File: src/rtl/lane_gather_pkg.sv
// Shared types and parameter helpers for the lane gatherer and its dwell counter.
package lane_gather_pkg;

  typedef enum logic {
    ST_IDLE  = 1'b0,
    ST_SWEEP = 1'b1
  } state_t;

  localparam int unsigned MIN_LANES = 2;
  localparam int unsigned MIN_DWELL = 1;

  function automatic bit params_ok(input int unsigned lanes, input int unsigned dwell);
    return (lanes >= MIN_LANES) && (dwell >= MIN_DWELL);
  endfunction

  // Dwell counter needs at least one bit even when DWELL == 1.
  function automatic int unsigned cnt_width(input int unsigned dwell);
    return (dwell > 1) ? $clog2(dwell) : 1;
  endfunction

endpackage

File: src/rtl/lane_dwell_counter.sv
// Holds the lane index for DWELL cycles per lane while run is high; strobes the
// sample cycle and flags the last lane. Wraps to lane 0 after the last sample.
module lane_dwell_counter
  import lane_gather_pkg::*;
#(
  parameter  int unsigned LANES = 4,
  parameter  int unsigned DWELL = 4,
  localparam int unsigned ADR_W = $clog2(LANES)
) (
  input  logic             clk,
  input  logic             clr_n,
  input  logic             run,
  output logic [ADR_W-1:0] lane,
  output logic             sample_now_c,
  output logic             last_lane_c
);

  localparam int unsigned CNT_W = cnt_width(DWELL);

  logic [CNT_W-1:0] cnt;

  assign sample_now_c = run && (cnt == CNT_W'(DWELL - 1));
  assign last_lane_c  = (lane == ADR_W'(LANES - 1));

  always_ff @(posedge clk or negedge clr_n) begin
    if (!clr_n) begin
      cnt  <= '0;
      lane <= '0;
    end else if (sample_now_c) begin
      cnt  <= '0;
      lane <= last_lane_c ? '0 : lane + ADR_W'(1);
    end else if (run) begin
      cnt <= cnt + CNT_W'(1);
    end
  end

endmodule

File: src/rtl/lane_gather.sv
// Sweeps LANES muxed sources with a fixed dwell, packs the samples into one word
// and offers it on a valid/ready handshake with a sticky overrun flag.
module lane_gather
  import lane_gather_pkg::*;
#(
  parameter  int unsigned LANE_W = 8,
  parameter  int unsigned LANES  = 4,
  parameter  int unsigned DWELL  = 4,
  localparam int unsigned ADR_W  = $clog2(LANES)
) (
  input  logic                    clk,
  input  logic                    clr_n,
  input  logic                    mode,
  input  logic                    start,
  input  logic                    en,
  input  logic [LANE_W-1:0]       in,
  output logic [ADR_W-1:0]        adr,
  output logic [LANES*LANE_W-1:0] out,
  output logic                    out_valid,
  input  logic                    out_ready,
  output logic                    busy,
  output logic                    overrun,
  input  logic                    overrun_clr
);

  if (!params_ok(LANES, DWELL)) begin : g_bad_params
    $error("lane_gather: LANES must be >= 2 and DWELL >= 1");
  end

  state_t state, state_nxt;
  logic   sample_now_c, last_lane_c, done_c;

  logic [LANES-2:0][LANE_W-1:0] lane_buf;
  logic [LANES-1:0][LANE_W-1:0] word_c;

  lane_dwell_counter #(
    .LANES (LANES),
    .DWELL (DWELL)
  ) u_cnt (
    .clk          (clk),
    .clr_n        (clr_n),
    .run          (state == ST_SWEEP),
    .lane         (adr),
    .sample_now_c (sample_now_c),
    .last_lane_c  (last_lane_c)
  );

  assign done_c = sample_now_c && last_lane_c;
  // Final lane goes straight into the word; earlier lanes come from the buffer.
  assign word_c = {in, lane_buf};

  always_ff @(posedge clk or negedge clr_n) begin
    if (!clr_n) begin
      state <= ST_IDLE;
      busy  <= 1'b0;
    end else begin
      state <= state_nxt;
      busy  <= (state_nxt == ST_SWEEP);
    end
  end

  // Mode/en are only looked at in IDLE and at the sweep end.
  always_comb begin
    state_nxt = state;
    case (state)
      ST_IDLE:  if (start || (mode && en)) state_nxt = ST_SWEEP;
      ST_SWEEP: if (done_c && !(mode && en)) state_nxt = ST_IDLE;
      default:  state_nxt = ST_IDLE;
    endcase
  end

  always_ff @(posedge clk or negedge clr_n) begin
    if (!clr_n) begin
      lane_buf <= '0;
    end else if (sample_now_c) begin
      for (int unsigned k = 0; k < LANES - 1; k++) begin
        if (adr == ADR_W'(k)) lane_buf[k] <= in;
      end
    end
  end

  // Completion wins over acceptance; overwriting an unaccepted word sets overrun over a clear.
  always_ff @(posedge clk or negedge clr_n) begin
    if (!clr_n) begin
      out       <= '0;
      out_valid <= 1'b0;
      overrun   <= 1'b0;
    end else if (done_c) begin
      out       <= word_c;
      out_valid <= 1'b1;
      if (out_valid && !out_ready) overrun <= 1'b1;
      else if (overrun_clr)        overrun <= 1'b0;
    end else begin
      if (out_valid && out_ready) out_valid <= 1'b0;
      if (overrun_clr)            overrun   <= 1'b0;
    end
  end

endmodule

File: config.mk
export PLATFORM = sky130hd
export DESIGN_NAME = lane_gather
export DESIGN_NICKNAME = d
export VERILOG_FILES = /design/src/rtl/lane_gather_pkg.sv /design/src/rtl/lane_dwell_counter.sv /design/src/rtl/lane_gather.sv
export SDC_FILE = /design/constraint.sdc
export NUM_CORES = 1
export LEC_CHECK = 0
export BUFFER_PORTS_ARGS = -buffer_cell sky130_fd_sc_hd__buf_4
export CORE_AREA = 2 2 70 72
export CTS_CLUSTER_SIZE = 28
export DETAILED_ROUTE_END_ITERATION = 12
export DIE_AREA = 0 0 72 74
export GPL_TIMING_DRIVEN = 1
export PLACE_DENSITY = 0.82
export SYNTH_ARGS = -nofsm -noshare
export SYNTH_HDL_FRONTEND = slang
export SYNTH_SLANG_ARGS = --single-unit
File: constraint.sdc
create_clock -name clk -period 3.2 [get_ports clk]
set_input_delay 0.48 -clock clk [delete_from_list [all_inputs] [get_ports clk]]
set_output_delay 0.48 -clock clk [all_outputs]
set_load 0.005 [all_outputs]
======== After elaboration in Yosys (flattened, before gate mapping) ========
Index checks and enable logic that the tools add are counted.
storage, ports and cells
  output and inout port bits .............. 37
  input bits .............................. 15
  word-level logic and storage cells ...... 42
  register bits after elaboration ......... 63
cells by class
  equal/unequal tests ..................... 4
  reduce and logical (&&, ||, !) cells .... 15
  add/sub/neg operators ................... 2
  bitwise operators ....................... 1
  muxes and demuxes ....................... 11
operators by type and width
  kind                                           number
  2-to-1 mux 1 bit                               7
  == test 2 bit, second input constant           3
  logical AND 1 bit                              6
  2-to-1 mux 2 bit                               3
  AND reduction 2 bit                            3
  adder 2 x 1 -> 2 bit, second input constant    2
  nonzero test 2 bit                             2
  == test 2 x 1 -> 1 bit, second input constant  1
  logical NOT 1 bit                              2
  logical NOT 2 bit                              1
  one-hot mux 1 bit (2 select lines)             1
  logical OR 1 bit                               1
  NOT 1 bit                                      1

======== Logic depth before layout (Yosys ltp) ========
Gate-level depths: netlist of run 1.
  depth in word-level cells ............... 6
  depth in mapped cells ................... 5
  gate-level depth less buffers ........... 4

======== Cells and area by module ========
Synthesis of run 1 repeated with hierarchy kept, for this count alone.
second synthesis, totals
  cell total of the unflattened synthesis .. 142
  area total of the unflattened synthesis .. 2393.5 µm²
by module, submodules not included
  module              cells each  times used  area an instance (µm²)
  lane_gather         128         1           2198.4
  lane_dwell_counter  14          1           195.2

======== Worst setup path before layout of run 1 ========
No wires, ideal clock.
  path type ............................... reg-to-reg
  start point ............................. register u_cnt.cnt[0]
  end point ............................... register out[0]
  arrival time ............................ 1.295 ns
  setup slack ............................. 1.779 ns
  path buffers ............................ 2
  cell stages (with the launch flop) ...... 6
  period minus slack after synthesis ...... 1.421 ns
  data required time ...................... 3.075 ns
  setup time .............................. 0.125 ns
  path through ............................ dfrtp_1 ha_1 buf_4 nand3_4 buf_6 mux2_4
between the ends
  word-level cells in the longest chain between the ends .. 3
RTL lines
  element                   RTL line                  text
  start: declaration        lane_dwell_counter.sv:20  logic [CNT_W-1:0] cnt;
  start signal: assignment  lane_dwell_counter.sv:33  cnt <= cnt + CNT_W'(1);
  == test 2 bit             lane_dwell_counter.sv:22  assign sample_now_c = run && (cnt == CNT_W'(DWELL - 1));
  logical AND 1 bit         lane_dwell_counter.sv:22
  logical AND 1 bit         lane_gather.sv:48         assign done_c = sample_now_c && last_lane_c;
  end signal: assignment    lane_gather.sv:89         out <= word_c;
  end: declaration          lane_gather.sv:18         output logic [LANES*LANE_W-1:0] out,
Every way passes these cells.
A chain may end at the register's enable or synchronous reset.

======== Worst setup path after layout of run 1 ========
  start point ............................. register u_cnt.cnt[0]
  end point ............................... register out[10]
The elaborated chain is that of the path after synthesis.

==> results.txt, run 1 <==
Result of the run: finished, final reports clean
Fmax: 0.5239 GHz
Commonest non-fill, non-tap cell in the layout: dfrtp_1
Cell row count: 25
Delay-heaviest family, CP: simple AND/OR/NAND/NOR gates
CP bufs+invs: 0
Routed WL per cell: 17.31 um
Die Height: 74 um
Seq/Total Area, Yosys: 0.6131
Inserted Clock Buffers: 9
Total gr overflow: 0
CTS tree: yes
Critical path, cell by cell: ha_1, nand3_4, mux2_4
RSZ-0062 raised after global routing: no
Switching pwr: 0.0009299 W
M1 GR Usage: 0.2330
PortBufs: 51
Clock share of power: 0.191
Post-DP Area: 2969 um^2
Slowest cell delay on critical path: 0.56 ns
Syn nets: 168
Clock transition at the registers of the reported paths: 0.07 ns
# clock sinks: 63
Design area: 3152 um^2
Clock skew: 0.006811 ns
Crit path DAT: 2.12 ns
First-pass iteration count of the detailed router: 4
Final worst path period share: 0.5965
Final setup TNS: 0 ns
Tot GR Track Use: 0.1882
Hold Path Class: in2async
Slowest CP cell: nand3_4
I/O pin count: 52
Met3 usage: 0.06504
DIE AREA: 5328 um^2
Initial DRC Count: 78
Slew HR: 0.4827
Via total after detailed routing: 1373
Combinational cell fraction of total power: 0.365
Clock root cell: clkbuf_8
Die Wd: 72 um
Slew Viols, Final: 0
Fillers: 315
Net Sw Frac: 0.2832
Worst setup SP type: flop
Yosys warning count: 0
#FFs+latches synth: 63
Fin nets: 225
Pin count of the biggest net entering global routing: 64
Share of layout cells above drive strength 1: 0.6220
Transition time of the tightest slew-check pin: 0.7760 ns
Worst Path Max Fanout: 35
Int Power: 0.002353 W
Mean Syn Cell Area: 17.37 um^2
Bufs on Longest Clock Path: 2
CTS Hold Bufs: 0
Worst Path Required: 3.41 ns
Post-CTS Resized: 0
Fin. Hold Viols: 0
GPL Wtd Cong: 0.7790
Number of distinct library cells after synthesis: 16
Routed vias/inst: 5.221
Routed Antenna Nets: 0
DRC violations left: 0
Worst-Skew Late Latency: 0.33 ns
DPL Wire Length: 3.130 mm
Initial core utilization: 0.5592
Most frequent cells in the layout: 63 x dfrtp_1, 51 x buf_4, 32 x mux2_2
Pwr dens: 1042 nW/um^2
Worst Setup Path Type: reg2reg
Core Region: 4598 um^2
Global-route wire length before repair: 7.265 mm
Syn-to-layout area delta: 22.58%
Setup crit end kind: flop
Gate Count Post-Synth: 148
Most used routing layer in global routing: met2
Crit path time final: 1.909 ns
Initial antenna violation count: 0
# H-tree levels: 3
Number of global-route vias before repair: 1482
GR Util met2: 0.3014
Post-Syn Area: 2571 um^2
Peak supply drop: 0.6093 mV
Postcts setup bufs: 0
MaxCap Viol Count: 0
Part of the power in registers: 0.443
# diodes: 0
Leakage: 1.570 nW
Final setup vio count: 0
Final WL: 4.553 mm
-- synthesized netlist by cell type --
cell type  instances  area [um^2]
inv_1              3        11.26
dfrtp_1           63         1577
nand3_2            3        30.03
ha_1               5        62.56
a22o_1             1        8.760
nand3_4            1        17.52
o22ai_1            1        6.260
buf_6              4        45.04
mux2i_1            1        10.01
or2_2              1        6.260
mux2_2            32        360.4
nand2b_1           2        12.51
nand2_1            2        7.510
nor2_1             1        3.750
buf_4              1        7.510
mux2_4            27        405.4
-- cell type report --
class | instances | area, um^2 | share of cell area
sequential | 63 | 1577 | 0.5002
multi-input combinational | 77 | 930.9 | 0.2954
timing repair buffer | 51 | 382.9 | 0.1215
clock buffer | 12 | 165.2 | 0.05240
tap | 54 | 67.56 | 0.02144
clock inverter | 3 | 17.52 | 0.005558
inverter | 3 | 11.26 | 0.003573
-- logic make-up (layout without fill, tap and decap cells) --
| kind of cell | count (synthesis) | count (layout) | synth area share |
|---|---|---|---|
| DFF | 63 | 63 | 0.6131 |
| buffers and inverters | 8 | 69 | 0.02482 |
| AOI/OAI and AO/OA | 2 | 2 | 0.005842 |
| and+or+nand+nor | 10 | 10 | 0.03017 |
| muxes | 60 | 60 | 0.3017 |
| adders and majority gates | 5 | 5 | 0.02433 |
-- worst paths after layout --
| path | from | end | slack (ns) | cells after the start |
|---|---|---|---|---|
| min in group clk | overrun_clr | overrun | 0.33 | 2 |
| max in group asynchronous | clr_n | lane_buf[0] | 2.47 | 1 |
| worst max register to register | u_cnt.cnt[0] | out[10] | 1.29 | 3 |
| worst max-delay path | u_cnt.cnt[0] | out[10] | 1.29 | 3 |
| worst min-delay path | clr_n | state | 0.23 | 1 |
| worst min register to register | u_cnt.cnt[0] | u_cnt.cnt[0] | 0.49 | 1 |
-- layer usage --
metal | vias up | wire length, um
li1 | 631 | -
met1 | 703 | 1954
met2 | 32 | 2347
met3 | 7 | 177
met4 | 0 | 74
met5 | - | 0
-- sequential cells by signal (all words and copies together) (netlist names) --
name,flops
lane_buf,24
out,32
out_valid,1
overrun,1
state,1
u_cnt.cnt,2
u_cnt.lane,2
-- power groups by stage --
| stage | sequential (W) | combinational (W) | clock (W) |
|---|---|---|---|
| final | 0.00145 | 0.00120 | 0.000629 |
| after global routing | 0.00151 | 0.00129 | 0.000666 |
| after detailed placement | 0.00147 | 0.00122 | 0 |
| after global placement | 0.00143 | 0.00116 | 0 |
| after CTS | 0.00146 | 0.00122 | 0.000639 |
| after floorplan | 0.00141 | 0.000743 | 0 |
-- through the flow --
step           utilization  power [W]  instances  hold WS (ns)  worst slack [ns]
2_1_floorplan            -   0.002152        148        0.1844             1.779
3_3_place_gp        0.6457   0.002592        248        0.4649             1.391
3_5_place_dp        0.6457   0.002685        248        0.4887             1.297
4_1_cts             0.6854   0.003317        263        0.2465             1.285
5_1_grt             0.6854   0.003466        263        0.2930             1.192
6_report            0.6854   0.003283        263        0.2274             1.291
Power figures use the tool's default switching activity.
==> run 2, diff against run 1 <==
Settings changed: ABC_AREA set to 1, CORE_AREA 2 2 70 72 to 2 2 79 81, DIE_AREA 0 0 72 74 to 0 0 81 83, PLACE_DENSITY 0.82 to 0.72.
Clock period 3.2 ns to 1.62 ns, I/O delays scaled along.
==> run 2 against run 1 <==
Net effect: fmax rose by 31%; sequential share of layout area is 3.4 points lower; synthesized area up 7.6%; flip-flop and latch count is the same; register-to-register slack lost 1.1 ns; wire length rose by 27%; power rose by 110%; sequential power increased by 94%; non-clock buffer count increased by 8; cell count up 59%.
==> results.txt, run 2 <==
Peak supply drop: 0.8238 mV (+35%)
Fin cells: 418 (+59%)
Seq/Total Area, Yosys: 0.5696 (-0.04352)
# H-tree levels: 3 (unchanged)
Switching pwr: 0.002409 W (+160%)
Core Region: 5816 um^2 (+26%)
DPL Wire Length: 3.779 mm (+21%)
DIE AREA: 6723 um^2 (+26%)
Via total after detailed routing: 2183 (+59%)
Die Wd: 81 um (+13%)
Fmax: 0.6848 GHz (+31%)
HP Start: out_ready
Clock root cell: clkbuf_8
Synth Flop Type: dfrtp_1
Reg-to-reg slack, setup: 0.16 ns (-1.13 ns)
First-pass iteration count of the detailed router: 4 (unchanged)
Mean Syn Cell Area: 9.478 um^2 (-45%)
Async SR Flop Fraction: 1.000 (unchanged)
CP most frequent cell: nand2_1
Post-DP Area: 3143 um^2 (+5.9%)
Fin. Hold Viols: 0 (unchanged)
Slew HR: 0.7518 (+0.2691)
CTS tree: yes
Post-synth EDFFs: 0 (unchanged)
Net Sw Frac: 0.3499 (+0.06671)
Number of distinct library cells after synthesis: 14 (-2)
Final WL: 5.791 mm (+27%)
Leakage: 1.774 nW (+13%)
Routed vias/inst: 5.222 (about the same)
#FFs+latches synth: 63 (unchanged)
Share of layout cells above drive strength 1: 0.2274 (-0.3946)
Gate Count Post-Synth: 292 (+97%)
Routed Antenna Nets: 0 (unchanged)
Cell row count: 28 (+12%)
Most common cell in the netlist: nand2_1
Part of the power in registers: 0.409 (-0.034)
Design area: 3381 um^2 (+7.3%)
I/O pin count: 52 (unchanged)
Final worst path period share: 0.9013 (+0.3048)
Critical path, cell by cell: ha_2, buf_12, nand3_1, nand2_1, nand2_1
Worst-Skew Late Latency: 0.33 ns (about the same)
Yosys top cell area share: 0.5696 (-0.04352)
Global-route wire length before repair: 9.846 mm (+36%)
Initial antenna violation count: 0 (unchanged)
Post-synth top cells: 122 x nand2_1, 63 x dfrtp_1, 56 x nand4_1
Clock transition at the registers of the reported paths: 0.06 ns (about the same)
Tot GR Track Use: 0.1901 (+0.001883)
Max reg flops: 32 (unchanged)
Number of global-route vias before repair: 2071 (+40%)
Regs by FF count: out x32, lane_buf x24
Yosys warning count: 0 (unchanged)
Worst Path Required: 1.84 ns (-1.57 ns)
DRC violations left: 0 (unchanged)
PortBufs: 51 (unchanged)
Fin nets: 358 (+59%)
Bufs on Longest Clock Path: 2 (unchanged)
Slowest CP cell: dfrtp_1
Final setup vio count: 0 (unchanged)
Int Power: 0.004474 W (+90%)
Final setup TNS: 0 ns (unchanged)
Pin count of the biggest net entering global routing: 61 (-4.7%)
MaxCap Viol Count: 0 (unchanged)
Post-Syn Area: 2768 um^2 (+7.6%)
Transition time of the tightest slew-check pin: 0.3723 ns (-0.4036 ns)
Leading post-synthesis cells by cell area: dfrtp_1 57%, nand2_1 17%, nand4_1 13%
Total gr overflow: 0 (unchanged)
# clock sinks: 63 (unchanged)
Placed cell count: 401 (+62%)
Clock skew: 0.004296 ns (-0.002515 ns)
Most frequent cells in the layout: 122 x nand2_1, 62 x dfrtp_1, 56 x nand4_1
Inserted Clock Buffers: 9 (unchanged)
Worst r2r src: u_cnt.cnt[0]
Yosys top cell by area: dfrtp_1
Worst Hold Depth: 4
Worst setup SP type: flop
Most flop-heavy register: out
R2R depth: 5 (+2)
Combinational cell fraction of total power: 0.377 (+0.012)
Final hold slack: 0.1675 ns (-0.05993 ns)
Routed WL per cell: 13.85 um (-20%)
Pwr dens: 2036 nW/um^2 (+95%)
Die Height: 83 um (+12%)
Dpl ws: 0.1597 ns (-1.138 ns)
# diodes: 0 (unchanged)
Slew Viols, Final: 0 (unchanged)
Clock share of power: 0.215 (+0.024)
Crit path DAT: 1.68 ns (-0.44 ns)
Initial core utilization: 0.4759 (-0.08328)
Syn nets: 312 (+86%)
Reg-to-Reg End: lane_buf[18]
GPL Wtd Cong: 0.7951 (+2.1%)
Result of the run: finished, final reports clean
Post-CTS Resized: 0 (unchanged)
Hold EP: out_valid
Worst setup margin: 0.1598 ns (-1.131 ns)
Slowest cell delay on critical path: 0.37 ns (-0.19 ns)
Commonest non-fill, non-tap cell in the layout: nand2_1
Worst Path Max Fanout: 60 (+71%)
Syn-to-layout area delta: 22.15%
RSZ-0062 raised after global routing: no
Worst Setup Path Type: reg2reg
Initial DRC Count: 164 (+110%)
Setup crit end kind: flop
Hold Path Class: in2reg
Crit path time final: 1.460 ns (-0.4486 ns)
==> run 2: metal layers <==
layer  track usage  share of wire
met5             0              0
met4       0.08475          0.021
met3       0.05326          0.061
met2        0.2900           0.48
met1        0.2505           0.43
==> run 2: critical path: cells and delay by family (launching register included) <==
family | cells | cell delay [ns]
flops | 1 | 0.37
fa+ha+maj | 1 | 0.22
buf+inv | 1 | 0.25
simple gates | 3 | 0.49
==> run 2: worst max-delay path by stage <==
stage / from / to / slack, ns
2_1_floorplan: u_cnt.lane[0] / lane_buf[16] / 0.37
3_3_place_gp: u_cnt.lane[0] / out[13] / 0.20
3_5_place_dp: u_cnt.cnt[0] / lane_buf[18] / 0.16
4_1_cts: u_cnt.cnt[0] / lane_buf[18] / 0.15
5_1_grt: u_cnt.lane[0] / overrun / 0.02
6_report: u_cnt.cnt[0] / lane_buf[18] / 0.16
==> run 2: cell families after synthesis <==
| logic type | count (synthesis) | share of synthesized area |
|---|---|---|
| flip-flops | 63 | 0.5696 |
| adder cells (fa/ha/maj) | 5 | 0.02260 |
| AO/OA/AOI/OAI | 5 | 0.009040 |
| buffers and inverters | 33 | 0.08725 |
| AND/OR/NAND/NOR | 186 | 0.3115 |
==> run 2: metrics by stage <==
step,utilization,total power [W]
floorplan,-,0.004430
global placement,0.5404,0.005335
detailed placement,0.5404,0.005433
CTS,0.5813,0.006945
global route,0.5813,0.007430
finish,0.5813,0.006883
==> run 2: final cells by class <==
cell class,instances,area [um^2]
Inverter,9,33.78
Clock buffer,14,192.7
Sequential cell,63,1578
Tap cell,75,93.84
Multi-Input combinational cell,196,952.2
Clock inverter,2,35.03
Timing Repair Buffer,59,495.5
Fill cell,534,2435
==> run 2: repair_timing <==
| action | in CTS | in global routing |
|---|---|---|
| hold endpoints to repair | 27 | 0 |
| hold buffers | 1 | 0 |
| setup buffers | 0 | 0 |
==> run 2: power by group through the flow <==
stage	clock network (W)	logic [W]	registers [W]
3_3_place_gp	0	0.00253	0.00281
6_report	0.00148	0.00259	0.00281
3_5_place_dp	0	0.00260	0.00284
5_1_grt	0.00158	0.00294	0.00290
2_1_floorplan	0	0.00163	0.00280
4_1_cts	0.00151	0.00262	0.00282
